<file path="config.mk">
export PLATFORM = sky130hd
export DESIGN_NAME = phy_tx_flat
export DESIGN_NICKNAME = d
export VERILOG_FILES = /design/src/rtl/phy_tx_if.sv /design/src/rtl/phy_tx.sv /design/src/flat_wrapper.sv
export SDC_FILE = /design/constraint.sdc
export NUM_CORES = 1
export LEC_CHECK = 0
export CAP_MARGIN = 0
export CORE_MARGIN = 2
export CORE_UTILIZATION = 50
export CTS_BUF_LIST = sky130_fd_sc_hd__clkbuf_4 sky130_fd_sc_hd__clkbuf_8 sky130_fd_sc_hd__clkbuf_16
export DETAILED_ROUTE_END_ITERATION = 10
export GPL_TIMING_DRIVEN = 0
export PLACE_DENSITY = 0.76
export SKIP_LAST_GASP = 1
export SYNTH_ARGS = -nofsm -noshare
export SYNTH_HDL_FRONTEND = slang
export SYNTH_SLANG_ARGS = --single-unit
export TNS_END_PERCENT = 30
</file>
<file path="constraint.sdc">
create_clock -name clk_8f -period 1.6 [get_ports clk_8f]
set_input_delay 0.24 -clock clk_8f [delete_from_list [all_inputs] [get_ports clk_8f]]
set_output_delay 0.24 -clock clk_8f [all_outputs]
set_load 0.02 [all_outputs]
</file>
<file path="src/rtl/phy_tx_if.sv">
// Upstream byte interface of the two-lane transmit PHY: per-lane data/valid
// driven by the producer, word_tick returned to say when they are sampled.
interface phy_tx_if;
  logic [7:0] data_in_0;
  logic       valid_in_0;
  logic [7:0] data_in_1;
  logic       valid_in_1;
  logic       word_tick;

  modport master (output data_in_0, output valid_in_0, output data_in_1,
                  output valid_in_1, input word_tick);
  modport slave  (input data_in_0, input valid_in_0, input data_in_1,
                  input valid_in_1, output word_tick);
endinterface

</file>
<file path="src/rtl/phy_tx.sv">
// Two-lane serialising transmit PHY: COM preamble after enable, then data/IDLE words MSB-first.
// Optional build macro PHY_TX_WORD_CNT_EN adds saturating per-lane valid-word counters.
module phy_tx #(
  parameter logic [3:0] SYNC_WORDS = 4'd4,
  parameter logic [7:0] COM_SYM    = 8'hBC,
  parameter logic [7:0] IDLE_SYM   = 8'h7C
) (
  input  logic        clk_8f,
  input  logic        reset_L,
  input  logic        enable,
  phy_tx_if.slave     tx,
  output logic        out_0,
  output logic        out_1,
`ifdef PHY_TX_WORD_CNT_EN
  output logic [15:0] tx_cnt_0,
  output logic [15:0] tx_cnt_1,
`endif
  output logic        active
);

  typedef enum logic [1:0] {
    ST_DISABLED = 2'd0,
    ST_SYNC     = 2'd1,
    ST_ACTIVE   = 2'd2
  } state_t;

  state_t     state_q, state_d;
  logic [2:0] bit_cnt_q, bit_cnt_d;
  logic [3:0] sync_cnt_q, sync_cnt_d;
  logic [7:0] sh_0_q, sh_0_d;
  logic [7:0] sh_1_q, sh_1_d;
  logic       active_q, active_d;
  logic       boundary_s;
  logic       word_tick_s;
  logic [7:0] load_0_s;
  logic [7:0] load_1_s;

  // Word boundary, input sampling strobe and the per-lane word offered at a sample.
  always_comb begin
    boundary_s  = (bit_cnt_q == 3'd7);
    word_tick_s = boundary_s && enable &&
                  ((state_q == ST_ACTIVE) ||
                   ((state_q == ST_SYNC) && (sync_cnt_q == SYNC_WORDS)));
    load_0_s    = tx.valid_in_0 ? tx.data_in_0 : IDLE_SYM;
    load_1_s    = tx.valid_in_1 ? tx.data_in_1 : IDLE_SYM;
  end

  // Next-state logic; dropping enable aborts mid-word with no completion.
  always_comb begin
    state_d    = state_q;
    bit_cnt_d  = bit_cnt_q;
    sync_cnt_d = sync_cnt_q;
    sh_0_d     = sh_0_q;
    sh_1_d     = sh_1_q;
    active_d   = active_q;
    if (!enable) begin
      state_d    = ST_DISABLED;
      bit_cnt_d  = 3'd0;
      sync_cnt_d = 4'd0;
      sh_0_d     = 8'h00;
      sh_1_d     = 8'h00;
      active_d   = 1'b0;
    end else begin
      case (state_q)
        ST_DISABLED: begin
          state_d    = ST_SYNC;
          bit_cnt_d  = 3'd0;
          sync_cnt_d = 4'd1;
          sh_0_d     = COM_SYM;
          sh_1_d     = COM_SYM;
          active_d   = 1'b0;
        end
        ST_SYNC: begin
          bit_cnt_d = bit_cnt_q + 3'd1;
          if (!boundary_s) begin
            sh_0_d = {sh_0_q[6:0], 1'b0};
            sh_1_d = {sh_1_q[6:0], 1'b0};
          end else if (sync_cnt_q < SYNC_WORDS) begin
            sh_0_d     = COM_SYM;
            sh_1_d     = COM_SYM;
            sync_cnt_d = sync_cnt_q + 4'd1;
          end else begin
            sh_0_d   = load_0_s;
            sh_1_d   = load_1_s;
            state_d  = ST_ACTIVE;
            active_d = 1'b1;
          end
        end
        ST_ACTIVE: begin
          bit_cnt_d = bit_cnt_q + 3'd1;
          active_d  = 1'b1;
          if (boundary_s) begin
            sh_0_d = load_0_s;
            sh_1_d = load_1_s;
          end else begin
            sh_0_d = {sh_0_q[6:0], 1'b0};
            sh_1_d = {sh_1_q[6:0], 1'b0};
          end
        end
        default: begin
          state_d    = ST_DISABLED;
          bit_cnt_d  = 3'd0;
          sync_cnt_d = 4'd0;
          sh_0_d     = 8'h00;
          sh_1_d     = 8'h00;
          active_d   = 1'b0;
        end
      endcase
    end
  end

  // State, counters and lane shift registers.
  always_ff @(posedge clk_8f or negedge reset_L) begin
    if (!reset_L) begin
      state_q    <= ST_DISABLED;
      bit_cnt_q  <= 3'd0;
      sync_cnt_q <= 4'd0;
      sh_0_q     <= 8'h00;
      sh_1_q     <= 8'h00;
      active_q   <= 1'b0;
    end else begin
      state_q    <= state_d;
      bit_cnt_q  <= bit_cnt_d;
      sync_cnt_q <= sync_cnt_d;
      sh_0_q     <= sh_0_d;
      sh_1_q     <= sh_1_d;
      active_q   <= active_d;
    end
  end

  assign out_0        = sh_0_q[7];
  assign out_1        = sh_1_q[7];
  assign active       = active_q;
  assign tx.word_tick = word_tick_s;

`ifdef PHY_TX_WORD_CNT_EN
  logic [15:0] cnt_0_q, cnt_0_d;
  logic [15:0] cnt_1_q, cnt_1_d;

  // Saturating count of valid words loaded per lane; survives enable toggles.
  always_comb begin
    cnt_0_d = cnt_0_q;
    cnt_1_d = cnt_1_q;
    if (word_tick_s && tx.valid_in_0 && (cnt_0_q != 16'hFFFF)) begin
      cnt_0_d = cnt_0_q + 16'd1;
    end else begin
      cnt_0_d = cnt_0_q;
    end
    if (word_tick_s && tx.valid_in_1 && (cnt_1_q != 16'hFFFF)) begin
      cnt_1_d = cnt_1_q + 16'd1;
    end else begin
      cnt_1_d = cnt_1_q;
    end
  end

  // Word counter registers, cleared only by reset.
  always_ff @(posedge clk_8f or negedge reset_L) begin
    if (!reset_L) begin
      cnt_0_q <= 16'd0;
      cnt_1_q <= 16'd0;
    end else begin
      cnt_0_q <= cnt_0_d;
      cnt_1_q <= cnt_1_d;
    end
  end

  assign tx_cnt_0 = cnt_0_q;
  assign tx_cnt_1 = cnt_1_q;
`endif

endmodule

</file>
<file path="src/flat_wrapper.sv">
// flat-port wrapper written by rule: the top's interface ports become plain ports
module phy_tx_flat 
#(
  parameter logic [3:0] SYNC_WORDS = 4'd4,
  parameter logic [7:0] COM_SYM    = 8'hBC,
  parameter logic [7:0] IDLE_SYM   = 8'h7C
)
  (clk_8f, reset_L, enable, out_0, out_1, active, tx_data_in_0, tx_valid_in_0, tx_data_in_1, tx_valid_in_1, tx_word_tick);
  phy_tx_if tx_i ();
  input  logic clk_8f;
  input  logic reset_L;
  input  logic enable;
  output logic out_0;
  output logic out_1;
  output logic active;
  input wire logic [$bits(tx_i.data_in_0)-1:0] tx_data_in_0;
  input wire logic [$bits(tx_i.valid_in_0)-1:0] tx_valid_in_0;
  input wire logic [$bits(tx_i.data_in_1)-1:0] tx_data_in_1;
  input wire logic [$bits(tx_i.valid_in_1)-1:0] tx_valid_in_1;
  output wire logic [$bits(tx_i.word_tick)-1:0] tx_word_tick;
  assign tx_i.data_in_0 = tx_data_in_0;
  assign tx_i.valid_in_0 = tx_valid_in_0;
  assign tx_i.data_in_1 = tx_data_in_1;
  assign tx_i.valid_in_1 = tx_valid_in_1;
  assign tx_word_tick = tx_i.word_tick;
  phy_tx #(.SYNC_WORDS(SYNC_WORDS), .COM_SYM(COM_SYM), .IDLE_SYM(IDLE_SYM)) u_core (.clk_8f(clk_8f), .reset_L(reset_L), .enable(enable), .tx(tx_i), .out_0(out_0), .out_1(out_1), .active(active));
endmodule
</file>
# Word-level counts from Yosys, hierarchy flattened
# Cells that the tools add are included.
# W data, S select, Z words.
[word_totals] register_bits=26 latch_bits=0 ram_bits=0 rom_bits=0 input_bits=21 word_cells=52 memories=0
[op_classes] add_sub_neg=2 multipliers=0 n_div=0 n_lt_le_gt_ge=1 eq_ne=8 shift=0 n_mux=26 n_bitwise=0 n_reduce_logical=9
[op_table] operator="$mux W8" n=10
[op_table] operator="$pmux W8 S3" n=2
[op_table] operator="$mux W4" n=3
[op_table] operator="$pmux W4 S3" n=1
[op_table] operator="$mux W2" n=3
[op_table] operator="$mux W3" n=2
[op_table] operator="$ne A3 B3 Y1 const B" n=2
[op_table] operator="$pmux W2 S3" n=1
[op_table] operator="$reduce_and A3 Y1" n=2
[op_table] operator="$add A4 B1 Y4 const B" n=1
[op_table] operator="$eq A4 B3 Y1 const B" n=1
[op_table] operator="$lt A4 B3 Y1 const B" n=1
[op_table] operator="$add A3 B1 Y3 const B" n=1
[op_table] operator="$eq A3 B3 Y1 const B" n=1
[op_table] operator="$logic_and A1 B1 Y1" n=3
[op_table] operator="$mux W1" n=3
[op_table] operator="$ne A3 B2 Y1 const B" n=1
[op_table] operator="$eq A2 B1 Y1 const B" n=1
[op_table] operator="$eq A2 B2 Y1 const B" n=1
[op_table] operator="$logic_not A2 Y1" n=1
[op_table] operator="$ne A2 B2 Y1 const B" n=1
[op_table] operator="$pmux W1 S2" n=1
[op_table] operator="$reduce_and A2 Y1" n=1
[op_table] operator="$reduce_or A2 Y1" n=1
[op_table] operator="$logic_or A1 B1 Y1" n=1

# Longest topological paths before layout
[depth] word_depth=5 mapped_depth=7

# Worst setup path after synthesis
# OpenSTA, ideal clock, no wires.
[synth_timing] path_type="reg2reg" start="reg u_core.state_q[1]" end="reg u_core.sh_1_q[2]" arrival_time_ns=1.361 t_required_ns=1.459 path_slack_ns=0.098 stages_incl_launch_ff=8 synth_period_minus_slack_ns=1.502 path_cell_list="dfrtp_1 -> inv_1 -> ha_1 -> buf_4 -> or2_2 -> buf_4 -> o221ai_1 -> a21oi_1"
[synth_between] elab_chain_len=3
[synth_rtl] item="from (decl)" line_no="phy_tx.sv:27" rtl="state_t state_q, state_d;"
[synth_rtl] item="from (signal assigned)" line_no="phy_tx.sv:122" rtl="state_q <= state_d;"
[synth_rtl] item="$eq A2 B2 Y1, or another cell as far along" line_no="phy_tx.sv:64" rtl="case (state_q)"
[synth_rtl] item="$pmux W8 S3 *" line_no="phy_tx.sv:64"
[synth_rtl] item="$mux W8 *" line_no="phy_tx.sv:56" rtl="if (!enable) begin"
[synth_rtl] item="via u_core.sh_1_d[2]" line_no="phy_tx.sv:31" rtl="logic [7:0] sh_1_q, sh_1_d;"
[synth_rtl] item="to (signal assigned)" line_no="phy_tx.sv:119" rtl="sh_1_q <= 8'h00;"
[synth_rtl] item="to (signal assigned)" line_no="phy_tx.sv:126" rtl="sh_1_q <= sh_1_d;"
[synth_rtl] item="to (decl)" line_no="phy_tx.sv:31"
# The timed path passes the listed nets; every way through them passes the cells marked *.
# A chain may end at the register's enable or synchronous reset.

# Worst setup path after layout
[layout_timing] start="reg u_core.state_q[1]" end="out tx_word_tick"
[layout_between] elab_chain_len=4
[layout_rtl] item="$eq A2 B1 Y1" line_no="phy_tx.sv:43" rtl="((state_q == ST_SYNC) && (sync_cnt_q == SYNC_WORDS)));"
[layout_rtl] item="$logic_and A1 B1 Y1" line_no="phy_tx.sv:43"
[layout_rtl] item="$logic_or A1 B1 Y1 *" line_no="phy_tx.sv:42" rtl="((state_q == ST_ACTIVE) ||"
[layout_rtl] item="$logic_and A1 B1 Y1 *" line_no="phy_tx.sv:41" rtl="word_tick_s = boundary_s && enable &&"
[layout_rtl] item="to (decl)" line_no="flat_wrapper.sv:20" rtl="output wire logic [$bits(tx_i.word_tick)-1:0] tx_word_tick;"
# Every way passes the cells marked *; elsewhere a longest branch is shown, timed or not.

==> results.py <==
metrics = {
    "outcome": {
        "outcome": "finished, violations left",
        "violations": "negative setup slack",
    },
    "global_route": {
        "grt_pass1_vias": 1140,
        "grt_use_total": 0.2488,
        "grt.overflow.total": 0,
        "grt_pass1_wl_um": 5202,
        "grt_max_degree": 27,
        "antenna_found_initial": 0,
    },
    "die": {
        "fp-row-count": 18,
        "die_h_um": 54.65,
        "initial_core_util": 0.5224,
        "coreArea_sq_um": 2455,
        "io_pins": 25,
        "fp.dieArea_sq_um": 2986,
        "die_w_um": 54.65,
    },
    "drt": {
        "drt-pass1-iter-count": 4,
        "vias": 1126,
        "wirelength_um": 3457,
        "wl_per_cell_um": 18.49,
        "via_per_inst": 6.021,
        "drtAntennaViolNets": 0,
        "drc": 0,
        "drt_iter0_drc": 28,
    },
    "clocking": {
        "tritoncts": "yes",
        "cts_hold_buf": 0,
        "cts_buffers": 3,
        "cts_buffer_depth": 2,
        "clkSinkCount": 26,
        "htree_levels": 1,
        "clkLatencyLatePin_ps": 320,
        "path_clk_slew_ps": 140,
        "cts-root-buf": "clkbuf_4",
    },
    "yosys": {
        "synth.avg_cell_area_sq_um": 10.60,
        "yosysTopAreaCell": "dfrtp_1",
        "syn_inst": 121,
        "synth_edf_count": 0,
        "synthTopCellsByArea": "dfrtp_1 51%, ha_1 8.8%, o221ai_1 5.5%, a21oi_1 4.3%, nand2_1 2.0%",
        "synth_ff_type": "dfrtp_1",
        "synth_area_sq_um": 1282,
        "async_flop_share": 1.000,
        "synthDistinctLibCells": 34,
        "yosys_register_bits": 26,
        "synth_fp_nets": 151,
        "synthDominantCellAreaShare": 0.5073,
        "ys_warn_count": 0,
        "yosysSeqAreaShare": 0.5073,
    },
    "cells_and_area": {
        "stdcell_area_sq_um": 1773,
        "final_common_cell": "dfrtp_1",
        "drive_above_1_share": 0.2548,
        "layout_common_cells": "25 x dfrtp_1, 23 x clkdlybuf4s50_1, 11 x a21oi_1",
        "num_antenna_cells": 0,
        "area_delta_synth_final_pct": 38.24,
        "nNetsFinal": 188,
    },
    "pwr": {
        "ir_worst_vdd_uv": 999.1,
        "swShare": 0.3694,
        "power.total_mw": 2.334,
        "p_int_mw": 1.471,
        "leakage_nw": 0.7700,
        "clkPwrFrac": 0.144,
        "power_frac_comb": 0.468,
        "seq_power_share": 0.388,
        "p_switching_mw": 0.8620,
        "power-per-cell-area_nw_per_um2": 1316,
    },
    "timing": {
        "layout_setup_ws_ps": -65.32,
        "fin_crit_sh": 1.041,
        "slew_viol_final": 0,
        "setup_viol": 5,
        "worst_slew_pin_slew_ps": 1144,
        "slew_headroom": 0.2349,
        "fin_crit_ps": 1665,
        "rsz0062_at_grt": "true",
        "max_freq_mhz": 600.5,
        "finalHoldViolCount": 0,
        "clock_skew_ps": 3.855,
    },
    "setup_path": {
        "endpoint_kind": "output port",
        "path_class": "register to output port",
        "required_ps": 1360,
        "critPathLaunchType": "register",
        "arrival_ps": 1430,
        "critical_path_peak_fanout": 5,
    },
    "run": {
        "drv_cap": 0,
    },
    "placed_design": {
        "dpl.hpwl_um": 2117,
        "placed_area_sq_um": 1560,
        "place_congestion": 0.7608,
        "io_buffer_count": 24,
    },
    "hold_path": {
        "hold_class": "register to register",
    },
}
[power groups by stage]
stage | Sequential [mW] | Clock (mW) | Combinational, mW
floorplan | 0.927 | 0 | 0.520
global placement | 0.896 | 0 | 0.795
detailed placement | 0.910 | 0 | 0.828
CTS | 0.903 | 0.339 | 1.02
global route | 0.919 | 0.367 | 1.21
finish | 0.905 | 0.336 | 1.09
[cells by family after synthesis]
family,count (synthesis),share of synthesized area
AO/OA/AOI/OAI,36,0.1951
adder cells (fa/ha/maj),9,0.08781
buffers and inverters,13,0.04780
flip-flops,26,0.5073
multiplexers,1,0.007805
AND/OR/NAND/NOR,36,0.1542
[flip-flops by register name, summed over array words and instances, names as in the netlist]
register           count
u_core.active          1
u_core.state_q         2
u_core.sync_cnt_q      4
u_core.sh_1_q          8
u_core.bit_cnt_q       3
u_core.sh_0_q          8
[synthesized netlist by cell type (3+ instances only)]
master	count
dfrtp_1	26
ha_1	9
o22ai_1	3
nor2b_1	4
nand2_1	7
buf_4	3
nor2_1	5
and3_1	4
inv_1	6
nor3_1	5
a31oi_1	4
a21oi_1	11
o221ai_1	8
[metrics by stage]
| stage | util | hold WS (ps) | setup slack [ps] | setup TNS (ps) | instances |
|---|---|---|---|---|---|
| floorplan | - | -55.59 | 98.13 | 0 | 121 |
| global placement | 0.6356 | 421.2 | -367.1 | -2305 | 175 |
| detailed placement | 0.6356 | 431.1 | -396.8 | -3735 | 175 |
| CTS | 0.7029 | 454.8 | -62.57 | -149.9 | 186 |
| global route | 0.7222 | 473.5 | -109.6 | -728.4 | 187 |
| finish | 0.7222 | 449.3 | -65.32 | -100.5 | 187 |
[routing by layer]
metal / up-vias / part of all wire / track usage
met5: - / 0 / 0
met4: 0 / 0.022 / 0.1000
met3: 11 / 0.065 / 0.03005
met2: 49 / 0.51 / 0.4266
met1: 549 / 0.40 / 0.3153
li1: 517 / - / -
[worst max-delay path, cell delays in order (launching register included)]
cell     delay (ps)
dfrtp_1         430
buf_6           140
ha_4            180
a41oi_2         170
nor2_2           60
buf_6           130
[repair_timing]
action | in CTS | in global routing
gates resized for setup | 23 | 14
pin swaps | 1 | 1
endpoints found under the hold margin | 0 | 0
setup endpoints to repair | 20 | 18
gates cloned | 0 | 1
buffers inserted | 7 | 1
[final timing paths]
kind                                     start                  end  slack [ps]  depth (start not counted)
max                          u_core.state_q[1]         tx_word_tick         -70                          5
min                        u_core.bit_cnt_q[0]  u_core.bit_cnt_q[0]         450                          1
max reg2reg                u_core.bit_cnt_q[0]     u_core.sh_1_q[3]         -20                          6
min reg2reg                u_core.bit_cnt_q[0]  u_core.bit_cnt_q[0]         450                          1
max in group asynchronous              reset_L    u_core.state_q[0]         330                          1
min in group asynchronous              reset_L     u_core.sh_1_q[7]         510                          1
[cell type report]
cell class | instances | area, sq um
multi-input cells | 82 | 674.4
fillers | 186 | 681.9
clock buffers | 4 | 36.28
well taps | 30 | 37.54
repair buffers | 33 | 310.3
plain buffers | 5 | 36.28
inverters | 7 | 26.28
flip-flops and latches | 26 | 651.9
Power figures use the tool's default switching activity.
